**config.mk**
```make
export PLATFORM = sky130hd
export DESIGN_NAME = mem_arbiter
export DESIGN_NICKNAME = d
export VERILOG_FILES = /design/src/rtl/mem_arbiter.sv
export SDC_FILE = /design/constraint.sdc
export NUM_CORES = 1
export LEC_CHECK = 0
export BUFFER_PORTS_ARGS = -buffer_cell sky130_fd_sc_hd__buf_2
export CELL_PAD_IN_SITES_DETAIL_PLACEMENT = 0
export CELL_PAD_IN_SITES_GLOBAL_PLACEMENT = 1
export CORE_AREA = 5 5 533 535
export CTS_CLUSTER_DIAMETER = 120
export DETAILED_ROUTE_END_ITERATION = 10
export DIE_AREA = 0 0 538 540
export PLACE_DENSITY = 0.32
export SYNTH_ARGS = -nofsm -noshare
export SYNTH_HDL_FRONTEND = slang
export SYNTH_SLANG_ARGS = --single-unit
```
**constraint.sdc**
```tcl
create_clock -name clk -period 2.3 [get_ports clk]
set_clock_uncertainty 0.05 [all_clocks]
set_input_delay 0.46 -clock clk [delete_from_list [all_inputs] [get_ports clk]]
set_output_delay 0.46 -clock clk [all_outputs]
set_load 0.005 [all_outputs]
```
**src/rtl/mem_arbiter.sv**
```systemverilog
// Two-client cache-line arbiter: grants the I-cache or D-cache to a single
// burst adapter, holding the latched request until the adapter responds.
module mem_arbiter #(
  parameter int unsigned DCACHE_PRIORITY = 0
) (
  input  logic         clk,
  input  logic         rst,
  input  logic [31:0]  icache_addr,
  input  logic         icache_read,
  output logic [255:0] icache_rdata,
  output logic         icache_resp,
  input  logic [31:0]  dcache_addr,
  input  logic         dcache_read,
  input  logic         dcache_write,
  input  logic [255:0] dcache_wdata,
  output logic [255:0] dcache_rdata,
  output logic         dcache_resp,
  output logic [31:0]  mem_addr,
  output logic         mem_read,
  output logic         mem_write,
  output logic [255:0] mem_wdata,
  input  logic [255:0] mem_rdata,
  input  logic         mem_resp
);

  typedef enum logic [1:0] {IDLE, GNT_I, GNT_D} state_t;

  state_t       state, state_next;
  logic [31:0]  addr_q, addr_next;
  logic [255:0] wdata_q, wdata_next;
  logic         rw_q, rw_next;            // 1 = writeback
  logic         last_grant, last_next;    // 1 = D-cache granted last
  logic         i_req, d_req, pick_d;

  always_comb begin
    i_req  = icache_read;
    d_req  = dcache_read | dcache_write;
    // D wins a tie under fixed priority, or under round-robin when I went last
    pick_d = d_req && (!i_req || (DCACHE_PRIORITY != 0) || !last_grant);

    state_next = state;
    addr_next  = addr_q;
    wdata_next = wdata_q;
    rw_next    = rw_q;
    last_next  = last_grant;

    case (state)
      IDLE: begin
        if (pick_d) begin
          state_next = GNT_D;
          addr_next  = dcache_addr;
          wdata_next = dcache_wdata;
          rw_next    = dcache_write;
          last_next  = 1'b1;
        end else if (i_req) begin
          state_next = GNT_I;
          addr_next  = icache_addr;
          wdata_next = '0;
          rw_next    = 1'b0;
          last_next  = 1'b0;
        end
      end
      GNT_I, GNT_D: begin
        if (mem_resp) state_next = IDLE;
      end
      default: state_next = IDLE;
    endcase
  end

  always_comb begin
    mem_addr  = '0;
    mem_read  = 1'b0;
    mem_write = 1'b0;
    mem_wdata = '0;
    case (state)
      GNT_I: begin
        mem_addr = addr_q;
        mem_read = 1'b1;
      end
      GNT_D: begin
        mem_addr  = addr_q;
        mem_read  = !rw_q;
        mem_write = rw_q;
        mem_wdata = wdata_q;
      end
      default: ;
    endcase
  end

  // Responses are gated by rst so a reset in the completion cycle drops the pulse
  always_comb begin
    icache_resp  = (state == GNT_I) && mem_resp && !rst;
    dcache_resp  = (state == GNT_D) && mem_resp && !rst;
    icache_rdata = icache_resp ? mem_rdata : '0;
    dcache_rdata = dcache_resp ? mem_rdata : '0;
  end

  always_ff @(posedge clk) begin
    if (rst) begin
      state      <= IDLE;
      addr_q     <= '0;
      wdata_q    <= '0;
      rw_q       <= 1'b0;
      last_grant <= 1'b1;
    end else begin
      state      <= state_next;
      addr_q     <= addr_next;
      wdata_q    <= wdata_next;
      rw_q       <= rw_next;
      last_grant <= last_next;
    end
  end

endmodule

```
==> After elaboration in Yosys (flattened, before gate mapping) <==
Index checks and enable logic that the tools add are counted.
{ "classes": {"n_eq_ne": 4, "mux": 17, "n_bitwise": 1, "n_reduce_logical": 15} }
{ "ops": {"columns": ["operator", "count"], "rows": [
  ["$mux 256", 5],
  ["$mux 32", 3],
  ["$mux 2", 3],
  ["$logic_and 1x1->1", 5],
  ["$logic_not 1->1", 4],
  ["$mux 1", 4],
  ["$pmux 2 s2", 1],
  ["$reduce_and 2->1", 2],
  ["$ne 3x3->1 const B", 1],
  ["$eq 2x1->1 const B", 1],
  ["$eq 2x2->1 const B", 1],
  ["$logic_not 2->1", 1],
  ["$ne 2x1->1 const B", 1],
  ["$pmux 1 s2", 1],
  ["$reduce_bool 2->1", 1],
  ["$reduce_or 2->1", 1],
  ["$logic_or 1x1->1", 1],
  ["$or 1x1->1", 1]
]} }
{ "word_totals": {"regBits": 292, "in_bits": 582, "output_inout_bits": 804, "wordCells": 42} }

==> Logic depth before layout (Yosys ltp) <==
Gate-level depths: netlist (run 1).
{ "logic_depth": {"ltp_word": 5, "ltp_mapped": 8, "depth_no_buf": 5} }

==> Worst setup path after synthesis (run 1) <==
No wires, ideal clock.
{ "synth_timing": {"path_type": "register to output", "startpoint": "reg state[0]", "endpoint": "out dcache_rdata[100]", "t_arrival_ps": 1494, "required_ps": 1790, "slack_ps": 296, "stages_incl_launch_ff": 9, "n_path_buf": 4, "path_cell_list": "dfxtp_1 -> inv_1 -> ha_1 -> clkbuf_1 -> and3b_1 -> clkbuf_2 -> buf_2 -> clkbuf_1 -> and2_1"} }
{ "synth_between": {"elab_chain_cells": 4} }
{ "synth_rtl": {"columns": ["element", "line", "rtl"], "rows": [
  ["from (decl)", "28", "state_t state, state_next;"],
  ["from (signal assigned)", "106", "state <= state_next;"],
  ["$eq 2x2->1", "93", "dcache_resp = (state == GNT_D) && mem_resp && !rst;"],
  ["$logic_and 1x1->1 (2 in a row)", "93", null],
  ["$mux 256", "95", "dcache_rdata = dcache_resp ? mem_rdata : '0;"],
  ["to (decl)", "16", "output logic [255:0] dcache_rdata,"]
]} }
No other way between the ends.

==> Final worst setup path (run 1) <==
{ "layout_timing": {"startpoint": "reg state[0]", "endpoint": "out dcache_rdata[61]"} }
The elaborated chain is that of the path after synthesis.

==> metrics.txt, run 1 <==
ANT nets after route 0; cell taking the most area after synthesis dfxtp_1; internal power 0.0127 W; Post-synth EDFFs 0; Fin. Hold Viols 0; final setup margin -484 ps; Net Count, Synth 2564; Synth cell types 25; hpwl dp 185 mm; Post-Syn Area per Cell 8.00 um^2; Place WS -26.2 ps; relative slew slack 63.7%; top-level port count 1386; biggest cell delay along the critical path 350 ps; Reg area 0.00585 mm^2; Syn-to-layout area delta 110%; DRC 0; max_cap viols 0; CTS H-tree lvls 2; Vias 22800; Slew @ Worst Pin 545 ps; CTS root buf clkbuf_16; global-route usage over all layers 13.8%; hold crit path type in -> reg; WP buf/inv 5; # rows 194; Multi-input gate area 0.00918 mm^2; Post-Syn Instances 1979; Buffers on Ports 1385; Switch Pwr 0.00668 W; power share of the sequential group 30.6%; share of the synthesized area in the top cell type 36.9%; nets@finish 4159; clk buf depth 3; total gr overflow 0; die width 538 um; Gate power share 30.5%; fin crit share 121%; vias in the first global route 22600; post-synthesis register bit count 292; largest fanout on the critical path 8; Routability Congestion 0.923; Worst Setup Path Type reg -> out; largest net degree at the start of global routing 88; Warnings, synthesis 0; Reg clk slew, reported paths 50 ps; Power Total 0.0194 W; RSZ-0062 raised after global routing true; final setup violation count 788; Async SR Flop Fraction 0%; Vias/cell 3.07; CTS sink cnt 292; drt total wl 215 mm; Worst EP required 1790 ps; routed len/inst 29.0 um; pwr dens 584 mW/mm^2; failing checks setup timing; # fillers 32600; die area 0.291 mm^2; Tmin final 2780 ps; Cell Chain, Critical Path inv_2 -> ha_4 -> and3b_4 -> buf_12 -> bufbuf_16 -> buf_4 -> and2_1 -> buf_2; Netlist Area Pre-Place 0.0158 mm^2; synth top area cells dfxtp_1 37%, and2_1 32%, a32oi_1 14%, nor2_1 6.9%, clkbuf_1 3.5%; TritonCTS buffer count 45; crit start category flip-flop; CP arrival 2270 ps; Clk pwr share 38.9%; drt pass-1 iters 5; starting density of the core 5.69%; first-pass GRT wire length 262 mm; CP Capture Type output pin; final slew viol count 0; Main synth FF type dfxtp_1; critical path's slowest cell dfxtp_2; DR iter-0 viols 1167; most numerous cell in the Yosys netlist and2_1; Die H 540 um; core area 0.278 mm^2; fraction of layout cells with a size suffix above 1 45.3%; LEAKAGE 15.5 nW; sw frac 34.4%; most frequent cells after synthesis 801 x and2_1, 292 x dfxtp_1, 289 x nor2_1; outcome complete, but fails checks; clock latency on the worst-skew pair 620 ps; fmax 0.359 GHz; CTS tree done; R2R Setup Slk 340 ps; CP top delay family buffers and inverters; initial antenna violation count 204; Seq/Total Area, Yosys 36.9%; Peak VDD IR 0.000445 V
power groups by stage:
stage          Clock (W)  Combinational (W)  Sequential, W
2_1_floorplan          0            0.00239        0.00589
3_3_place_gp           0            0.00540        0.00603
3_5_place_dp           0            0.00539        0.00603
4_1_cts          0.00793            0.00596        0.00594
5_1_grt          0.00806            0.00640        0.00600
6_report         0.00755            0.00593        0.00594
state kept, by name, summed over array words and instances (netlist names):
| name | cells |
|---|---|
| addr_q | 32 |
| rw_q | 1 |
| last_grant | 1 |
| state | 2 |
| wdata_q | 256 |
through the flow:
stage	util, %	instances	hold WS (ps)	TNS [ps]	instance area, um^2
CTS	11.7	7316	0.191	-344910	32500
finish	12.0	7420	67.4	-256170	33300
global placement	10.0	6969	407	-68.4	27800
global route	11.9	7391	26.5	-351440	33200
detailed placement	10.0	6969	415	-109	27800
floorplan	-	1979	396	0	15800
worst paths after layout:
check	endpoint	startpoint	depth (start not counted)
worst max-delay path	dcache_rdata[61]	state[0]	8
worst min-delay path	wdata_q[5]	dcache_wdata[5]	3
worst max register to register	wdata_q[68]	state[0]	8
worst min register to register	wdata_q[111]	wdata_q[111]	2
what timing repair did:
action / CTS / global route
buffers inserted: 6 / 4
resized for setup: 61 / 61
pin swaps: 7 / 4
endpoints found under the hold margin: 225 / 0
gates cloned: 12 / 11
hold buffers: 250 / 0
endpoints found under the setup margin: 804 / 804
area by class of cell:
type / count / share of cell area, %
timing repair buffer: 1770 / 35.4
multi-input combinational: 1463 / 27.6
sequential: 292 / 17.6
tap: 3724 / 14.0
clock buffer: 66 / 3.92
clock inverter: 13 / 0.782
antenna: 90 / 0.677
inverter: 2 / 0.0226
cells in the final DEF, fill, tap and decap left out, types with 2 or more instances in the layout:
cell           synthesis  routed
buf_2                 67    1347
and2_1               801     769
dfxtp_1              292     290
nor2_1               289     289
a32oi_1              257     257
dlygate4sd3_1          0     250
diode_2                0      90
nand2_1               64      64
buf_4                  4      63
clkbuf_16              0      56
buf_12                 0      45
and2_4                 0      32
a311oi_1              32      32
buf_6                  0      29
buf_16                 0      13
clkbuf_1             149      12
buf_8                  0      10
clkbuf_8               0       8
bufinv_16              0       7
bufbuf_16              0       3
and3b_4                0       2
nor2b_1                2       2
o21ai_0                2       2
or3_1                  2       2
a21oi_1                2       2
inv_2                  0       2
ha_4                   0       2
clkinvlp_4             0       2
clkinv_2               0       2
dfxtp_2                0       2
worst min-delay path: stages:
cell and delay (ps):
buf_2 80, a32oi_1 80, nor2_1 80
routing by layer:
metal	track usage (%)	wire length, um	part of all wire (%)
met1	14.4	75600	35
met2	26.0	112000	52
met3	4.08	18500	8.6
met4	5.13	8840	4.1
met5	0	102	0.047
logic make-up after synthesis:
family	count (synthesis)	share of synthesized area [%]
flops	292	36.9
buf+inv	224	5.94
fa+ha+maj	3	0.237
compound gates	299	16.6
simple gates	1161	40.3
(Power assumes the default switching activity.)
==> run 2: changes to the inputs <==
--- a/config.mk
+++ b/config.mk
@@ -8,11 +8,11 @@
 export BUFFER_PORTS_ARGS = -buffer_cell sky130_fd_sc_hd__buf_2
 export CELL_PAD_IN_SITES_DETAIL_PLACEMENT = 0
 export CELL_PAD_IN_SITES_GLOBAL_PLACEMENT = 1
-export CORE_AREA = 5 5 533 535
+export CORE_AREA = 2 2 546 548
 export CTS_CLUSTER_DIAMETER = 120
 export DETAILED_ROUTE_END_ITERATION = 10
-export DIE_AREA = 0 0 538 540
-export PLACE_DENSITY = 0.32
+export DIE_AREA = 0 0 548 550
+export PLACE_DENSITY = 0.31
 export SYNTH_ARGS = -nofsm -noshare
 export SYNTH_HDL_FRONTEND = slang
 export SYNTH_SLANG_ARGS = --single-unit
==> run 2 against run 1 <==
The run still ends with setup timing left. Design area is 14% higher. Fmax is 3.7% lower. Register-to-register slack lost 470 ps. Routed wire length about the same. Non-clock buffer count rose by 114. Global-route usage shrank 0.83 points. Combinational power increased by 18%. Hold slack better by 11 ps. Setup slack got worse by 110 ps. Largest power group unchanged. Highest routed layer unchanged.
==> metrics.txt, run 2 (synthesis results as in run 1) <==
Power Total 0.0201 W (was 0.0194 W); most frequent cells in the layout 1071 x buf_2, 467 x and2_1, 334 x and2_4 (was 1347 x buf_2, 769 x and2_1, 290 x dfxtp_1); ANT nets after route 0 (unchanged); Cell Chain, Critical Path inv_2 -> ha_4 -> buf_6 -> and3b_4 -> buf_12 -> buf_16 -> clkbuf_16 -> and2_4 -> buf_6 (was inv_2 -> ha_4 -> and3b_4 -> buf_12 -> bufbuf_16 -> buf_4 -> and2_1 -> buf_2); pwr dens 529 mW/mm^2 (was 584 mW/mm^2); core area 0.296 mm^2 (was 0.278 mm^2); hpwl dp 177 mm (was 185 mm); Slew @ Worst Pin 1120 ps (was 545 ps); Die H 550 um (was 540 um); largest registers wdata_q x256, addr_q x32, state x2 (unchanged); Peak VDD IR 0.000461 V (was 0.000445 V); outcome complete, but fails checks (unchanged); top-level port count 1386 (unchanged); internal power 0.0129 W (was 0.0127 W); final slew viol count 0 (unchanged); placed inst area 0.0286 mm^2 (was 0.0278 mm^2); final core utilization 12.9% (was 12.0%); biggest cell delay along the critical path 330 ps (was 350 ps); CP Capture Type output pin (unchanged); fmax 0.346 GHz (was 0.359 GHz); clock latency on the worst-skew pair 620 ps (about the same); final setup margin -590 ps (was -484 ps); CTS root buf clkbuf_16 (unchanged); # fillers 34400 (was 32600); Switch Pwr 0.00717 W (was 0.00668 W); critical path's slowest cell dfxtp_2 (unchanged); drt pass-1 iters 5 (unchanged); RSZ-0062 raised after global routing true (unchanged); fraction of layout cells with a size suffix above 1 53.9% (was 45.3%); nets@finish 4273 (was 4159); Syn-to-layout area delta 140% (was 110%); die width 548 um (was 538 um); Worst Setup Path Type reg -> out (unchanged); crit start category flip-flop (unchanged); Reg clk slew, reported paths 60 ps (was 50 ps); total gr overflow 0 (unchanged); CP arrival 2380 ps (was 2270 ps); clk buf depth 3 (unchanged); hold path depth 3 (unchanged); largest fanout on the critical path 7 (was 8); fin crit share 126% (was 121%); Fin. Hold Viols 0 (unchanged); Buffers on Ports 1385 (unchanged); most frequent CP cell buf_6; Vias 23300 (was 22800); power share of the sequential group 29.6% (was 30.6%); hold_ws 78.3 ps (was 67.4 ps); die area 0.301 mm^2 (was 0.291 mm^2); Vias/cell 3.00 (was 3.07); relative slew slack 25.4% (was 63.7%); DR iter-0 viols 1399 (was 1167); commonest non-fill, non-tap cell in the layout buf_2 (unchanged); R2R cell count 10 (was 8); Largest Register wdata_q (unchanged); Worst EP required 1790 ps (about the same); final setup violation count 827 (was 788); Gate power share 34.8% (was 30.5%); routed len/inst 27.7 um (was 29.0 um); global-route usage over all layers 13.0% (was 13.8%); failing checks setup timing (unchanged); DRC 0 (unchanged); max reg flops 256 (unchanged); # rows 200 (was 194); hold crit path type in -> reg (unchanged); Place WS -230 ps (was -26.2 ps); TritonCTS buffer count 45 (unchanged); largest net degree at the start of global routing 129 (was 88); first-pass GRT wire length 256 mm (was 262 mm); cell area after layout 0.0380 mm^2 (was 0.0333 mm^2); CTS tree done (unchanged); sw frac 35.7% (was 34.4%); CTS H-tree lvls 2 (unchanged); LEAKAGE 16.9 nW (was 15.5 nW); Routability Congestion 0.883 (was 0.923); drt total wl 215 mm (about the same); starting density of the core 5.36% (was 5.69%); initial antenna violation count 174 (was 204); Tmin final 2890 ps (was 2780 ps); CTS sink cnt 292 (unchanged); max_cap viols 0 (unchanged); Clk pwr share 35.6% (was 38.9%); vias in the first global route 22700 (was 22600)
[run 2: cell count changes in the layout (fill, tap and decap cells not counted), moves of 4 or more]
cell | before | now
bufinv_16 | 7 | 3
and2_4 | 32 | 334
diode_2 | 90 | 115
buf_2 | 1347 | 1071
buf_6 | 29 | 299
buf_4 | 63 | 51
clkbuf_16 | 56 | 85
clkbuf_4 | 0 | 5
buf_8 | 10 | 29
dlygate4sd3_1 | 250 | 294
and2_1 | 769 | 467
buf_12 | 45 | 81
[run 2: repair_timing]
| item | 4_1_cts | 5_1_grt |
|---|---|---|
| resized for setup | 273 | 539 |
| hold endpoints to repair | 269 | 0 |
| gates cloned | 8 | 42 |
| endpoints found under the setup margin | 804 | 827 |
| pin swaps | 23 | 99 |
| hold buffers | 294 | 0 |
| setup buffers | 23 | 26 |
[run 2: worst paths after layout]
path | startpoint | to | slack, ps
worst max register to register | state[1] | addr_q[27] | -130
worst max-delay path | state[1] | icache_rdata[93] | -590
worst min-delay path | dcache_wdata[9] | wdata_q[9] | 80
worst min register to register | wdata_q[192] | wdata_q[192] | 430
[run 2: final cells by class]
cell class                 instances  area [um^2]  share of cell area, %
clock inverter                    13          170                  0.448
tap                             3939         4930                   13.0
inverter                           2         7.51                 0.0198
timing repair buffer            1884        15500                   40.9
antenna                          115          288                  0.757
multi-input combinational       1463         9950                   26.2
sequential                       292         5850                   15.4
clock buffer                      65         1280                   3.37
[run 2: per-stage QoR]
step / setup TNS [ps] / instances
6_report: -358860 / 7773
5_1_grt: -458970 / 7740
4_1_cts: -434190 / 7598
3_5_place_dp: -22640 / 7196
3_3_place_gp: -21540 / 7196
2_1_floorplan: 0 / 1979
[run 2: per-layer routing]
layer	GRT usage, %	part of all wire, %	up-vias
met1	13.6	36	11300
met2	24.0	52	1372
li1	-	-	10300
met3	3.43	6.7	354
met5	0	0.031	-
met4	6.37	5.4	10
[run 2: power groups by stage]
stage / combinational, W / clock [W] / sequential, W
final: 0.00700 / 0.00716 / 0.00594
after global placement: 0.00547 / 0 / 0.00602
after CTS: 0.00626 / 0.00758 / 0.00593
after floorplan: 0.00239 / 0 / 0.00589
after global routing: 0.00750 / 0.00766 / 0.00600
after detailed placement: 0.00547 / 0 / 0.00603
[run 2: worst max-delay path: cells and delay by family, from the launching register on]
family                   cells  cell delay [ps]
buffers and inverters        6              830
AND/OR/NAND/NOR              2              410
flip-flops                   1              330
adder cells (fa/ha/maj)      1              140
==> run 3: changes to the inputs <==
--- a/config.mk
+++ b/config.mk
@@ -12,7 +12,7 @@
 export CTS_CLUSTER_DIAMETER = 120
 export DETAILED_ROUTE_END_ITERATION = 10
 export DIE_AREA = 0 0 548 550
-export PLACE_DENSITY = 0.31
+export PLACE_DENSITY = 0.37
 export SYNTH_ARGS = -nofsm -noshare
 export SYNTH_HDL_FRONTEND = slang
 export SYNTH_SLANG_ARGS = --single-unit
==> constraint.sdc (replaced) <==
create_clock -name clk -period 2.9 [get_ports clk]
set_clock_uncertainty 0.05 [all_clocks]
set_input_delay 0.58 -clock clk [delete_from_list [all_inputs] [get_ports clk]]
set_output_delay 0.58 -clock clk [all_outputs]
set_load 0.005 [all_outputs]
==> run 3 against run 2 <==
The run still ends with setup timing left. Clock power shrank 24%. Clock-buffer cell count is 2 lower. Routed wire length down 0.67%. Sequential power decreased by 20%. Cell count down 4.1%. Register-to-register slack improved by 1000 ps. Sequential share of layout area grew 1.8 points. Design area down 10%. Global-route usage increased by 0.16 points. Flip-flop and latch count is the same. Largest cell class unchanged. Largest power group unchanged.
==> metrics.txt, run 3 (synthesis results as in run 1) <==
outcome complete, but fails checks (unchanged); failing checks setup timing (unchanged); fmax 0.337 GHz; cell area after layout 0.0340 mm^2 (was 0.0380 mm^2); # rows 200 (unchanged); Hold Startpoint dcache_wdata[180] (was dcache_wdata[9]); placed inst area 0.0277 mm^2 (was 0.0286 mm^2); vias in the first global route 20700 (was 22700); largest registers wdata_q x256, addr_q x32, state x2 (unchanged); max_cap viols 0 (unchanged); final core utilization 11.5% (was 12.9%); clock latency on the worst-skew pair 650 ps (was 620 ps); most frequent cells in the layout 1071 x buf_2, 496 x and2_1, 301 x and2_4 (was 1071 x buf_2, 467 x and2_1, 334 x and2_4); Vias 22000 (was 23300); Die H 550 um (unchanged); Gate power share 31.4% (was 34.8%); Largest Register wdata_q (unchanged); Worst Setup Path Type reg -> out (unchanged); Buffers on Ports 1385 (unchanged); CTS tree done (unchanged); drt pass-1 iters 5 (unchanged); Critical R2R Launch state[0] (was state[1]); sw frac 36.7% (was 35.7%); routed len/inst 28.7 um (was 27.7 um); hpwl dp 178 mm (was 177 mm); DR iter-0 viols 1348 (was 1399); die width 548 um (unchanged); LEAKAGE 15.1 nW (was 16.9 nW); fraction of layout cells with a size suffix above 1 56.8% (was 53.9%); CP Capture Type output pin (unchanged); largest net degree at the start of global routing 126 (was 129); R2R Setup Slk 870 ps (was -130 ps); fin cells 7455 (was 7773); Worst EP required 2270 ps (was 1790 ps); final setup margin -65.6 ps (was -590 ps); Peak VDD IR 0.000419 V (was 0.000461 V); drt total wl 214 mm (was 215 mm); final setup violation count 148 (was 827); initial antenna violation count 209 (was 174); Syn-to-layout area delta 115% (was 140%); Routability Congestion 0.899 (was 0.883); ANT nets after route 0 (unchanged); global-route usage over all layers 13.2% (was 13.0%); Vias/cell 2.95 (was 3.00); Slew @ Worst Pin 939 ps (was 1120 ps); first-pass GRT wire length 252 mm (was 256 mm); core area 0.296 mm^2 (unchanged); Reg clk slew, reported paths 60 ps (about the same); Switch Pwr 0.00547 W (was 0.00717 W); internal power 0.00945 W (was 0.0129 W); fin crit share 102%; pwr dens 438 mW/mm^2 (was 529 mW/mm^2); commonest non-fill, non-tap cell in the layout buf_2 (unchanged); largest fanout on the critical path 13 (was 7); total gr overflow 0 (unchanged); total negative slack -4010 ps (was -358860 ps); hold crit path type in -> reg (unchanged); CTS H-tree lvls 2 (unchanged); R2R cell count 7 (was 10); power share of the sequential group 32.0% (was 29.6%); CP arrival 2340 ps (was 2380 ps); CTS sink cnt 292 (unchanged); die area 0.301 mm^2 (unchanged); hold buffers post-CTS 0 (was 294); RSZ-0062 raised after global routing true (unchanged); DRC 0 (unchanged); final slew viol count 0 (unchanged); CTS root buf clkbuf_16 (unchanged); relative slew slack 37.4% (was 25.4%); Fin. Hold Viols 0 (unchanged); RR Endpoint wdata_q[217] (was addr_q[27]); nets@finish 3917 (was 4273); TritonCTS buffer count 44 (was 45); hold path depth 3 (unchanged); starting density of the core 5.36% (unchanged); top-level port count 1386 (unchanged); clk buf depth 3 (unchanged); crit start category flip-flop (unchanged); # fillers 34500 (was 34400); Tmin final 2970 ps; Clk pwr share 36.7% (was 35.6%); max reg flops 256 (unchanged); Hold EP wdata_q[180] (was wdata_q[9]); Cells after DPL 7145 (was 7196)
-- run 3: changes by cell type in the layout (fill, tap and decap cells not counted), sizes merged, moves of 3 or more --
cell	delta
buf	-57
clkbuf	-10
bufbuf	+3
diode	+37
dlygate4sd3	-294
-- run 3: what timing repair did --
| action | CTS | global route |
|---|---|---|
| pin swaps | 14 | 94 |
| cloned | 21 | 34 |
| endpoints found under the setup margin | 668 | 554 |
| setup buffers | 21 | 11 |
| resized for setup | 120 | 621 |
-- run 3: layout make-up --
type / count / area (um^2) / share of cell area, %
diodes: 152 / 380 / 1.12
clock buffers: 63 / 1240 / 3.65
clock inverters: 15 / 154 / 0.452
inverters: 2 / 12.5 / 0.0368
multi-input cells: 1464 / 9880 / 29.0
flip-flops and latches: 292 / 5850 / 17.2
well taps: 3939 / 4930 / 14.5
repair buffers: 1528 / 11600 / 34.0
-- run 3: power groups by stage --
stage / registers (W) / logic [W] / clock network, W
2_1_floorplan: 0.00467 / 0.00190 / 0
3_3_place_gp: 0.00484 / 0.00404 / 0
3_5_place_dp: 0.00484 / 0.00404 / 0
4_1_cts: 0.00477 / 0.00445 / 0.00576
5_1_grt: 0.00481 / 0.00503 / 0.00586
6_report: 0.00477 / 0.00468 / 0.00547
-- run 3: worst max-delay path, cell delays in order (launching register included) --
cell and delay (ps):
dfxtp_4 380, inv_4 40, ha_4 150, and3b_4 220
buf_12 160, buf_16 160, buf_12 150, buf_16 130
and2_1 150, buf_2 120
-- run 3: how the worst max path moves through the flow --
stage	startpoint	endpoint	slack (ps)	cells after the start
finish	state[1]	icache_rdata[171]	-70	9
global placement	rst	icache_rdata[168]	310	6
CTS	state[0]	dcache_rdata[74]	-140	8
floorplan	rst	icache_rdata[100]	690	6
global route	state[0]	dcache_rdata[196]	-150	9
detailed placement	rst	dcache_rdata[82]	300	6
-- run 3: stage by stage --
stage	setup slack [ps]	hold WS (ps)	power (W)
after global routing	-145	67.6	0.0157
after CTS	-136	27.0	0.0150
final	-65.6	117	0.0149
after global placement	306	407	0.00887
after detailed placement	297	417	0.00888
after floorplan	687	396	0.00657
-- run 3: metal layers --
metal	vias up	track usage (%)	part of all wire (%)
met5	-	0	0.15
met4	52	6.56	4.7
met3	442	4.89	9.0
met2	1405	24.0	52
met1	10500	13.1	34
li1	9598	-	-
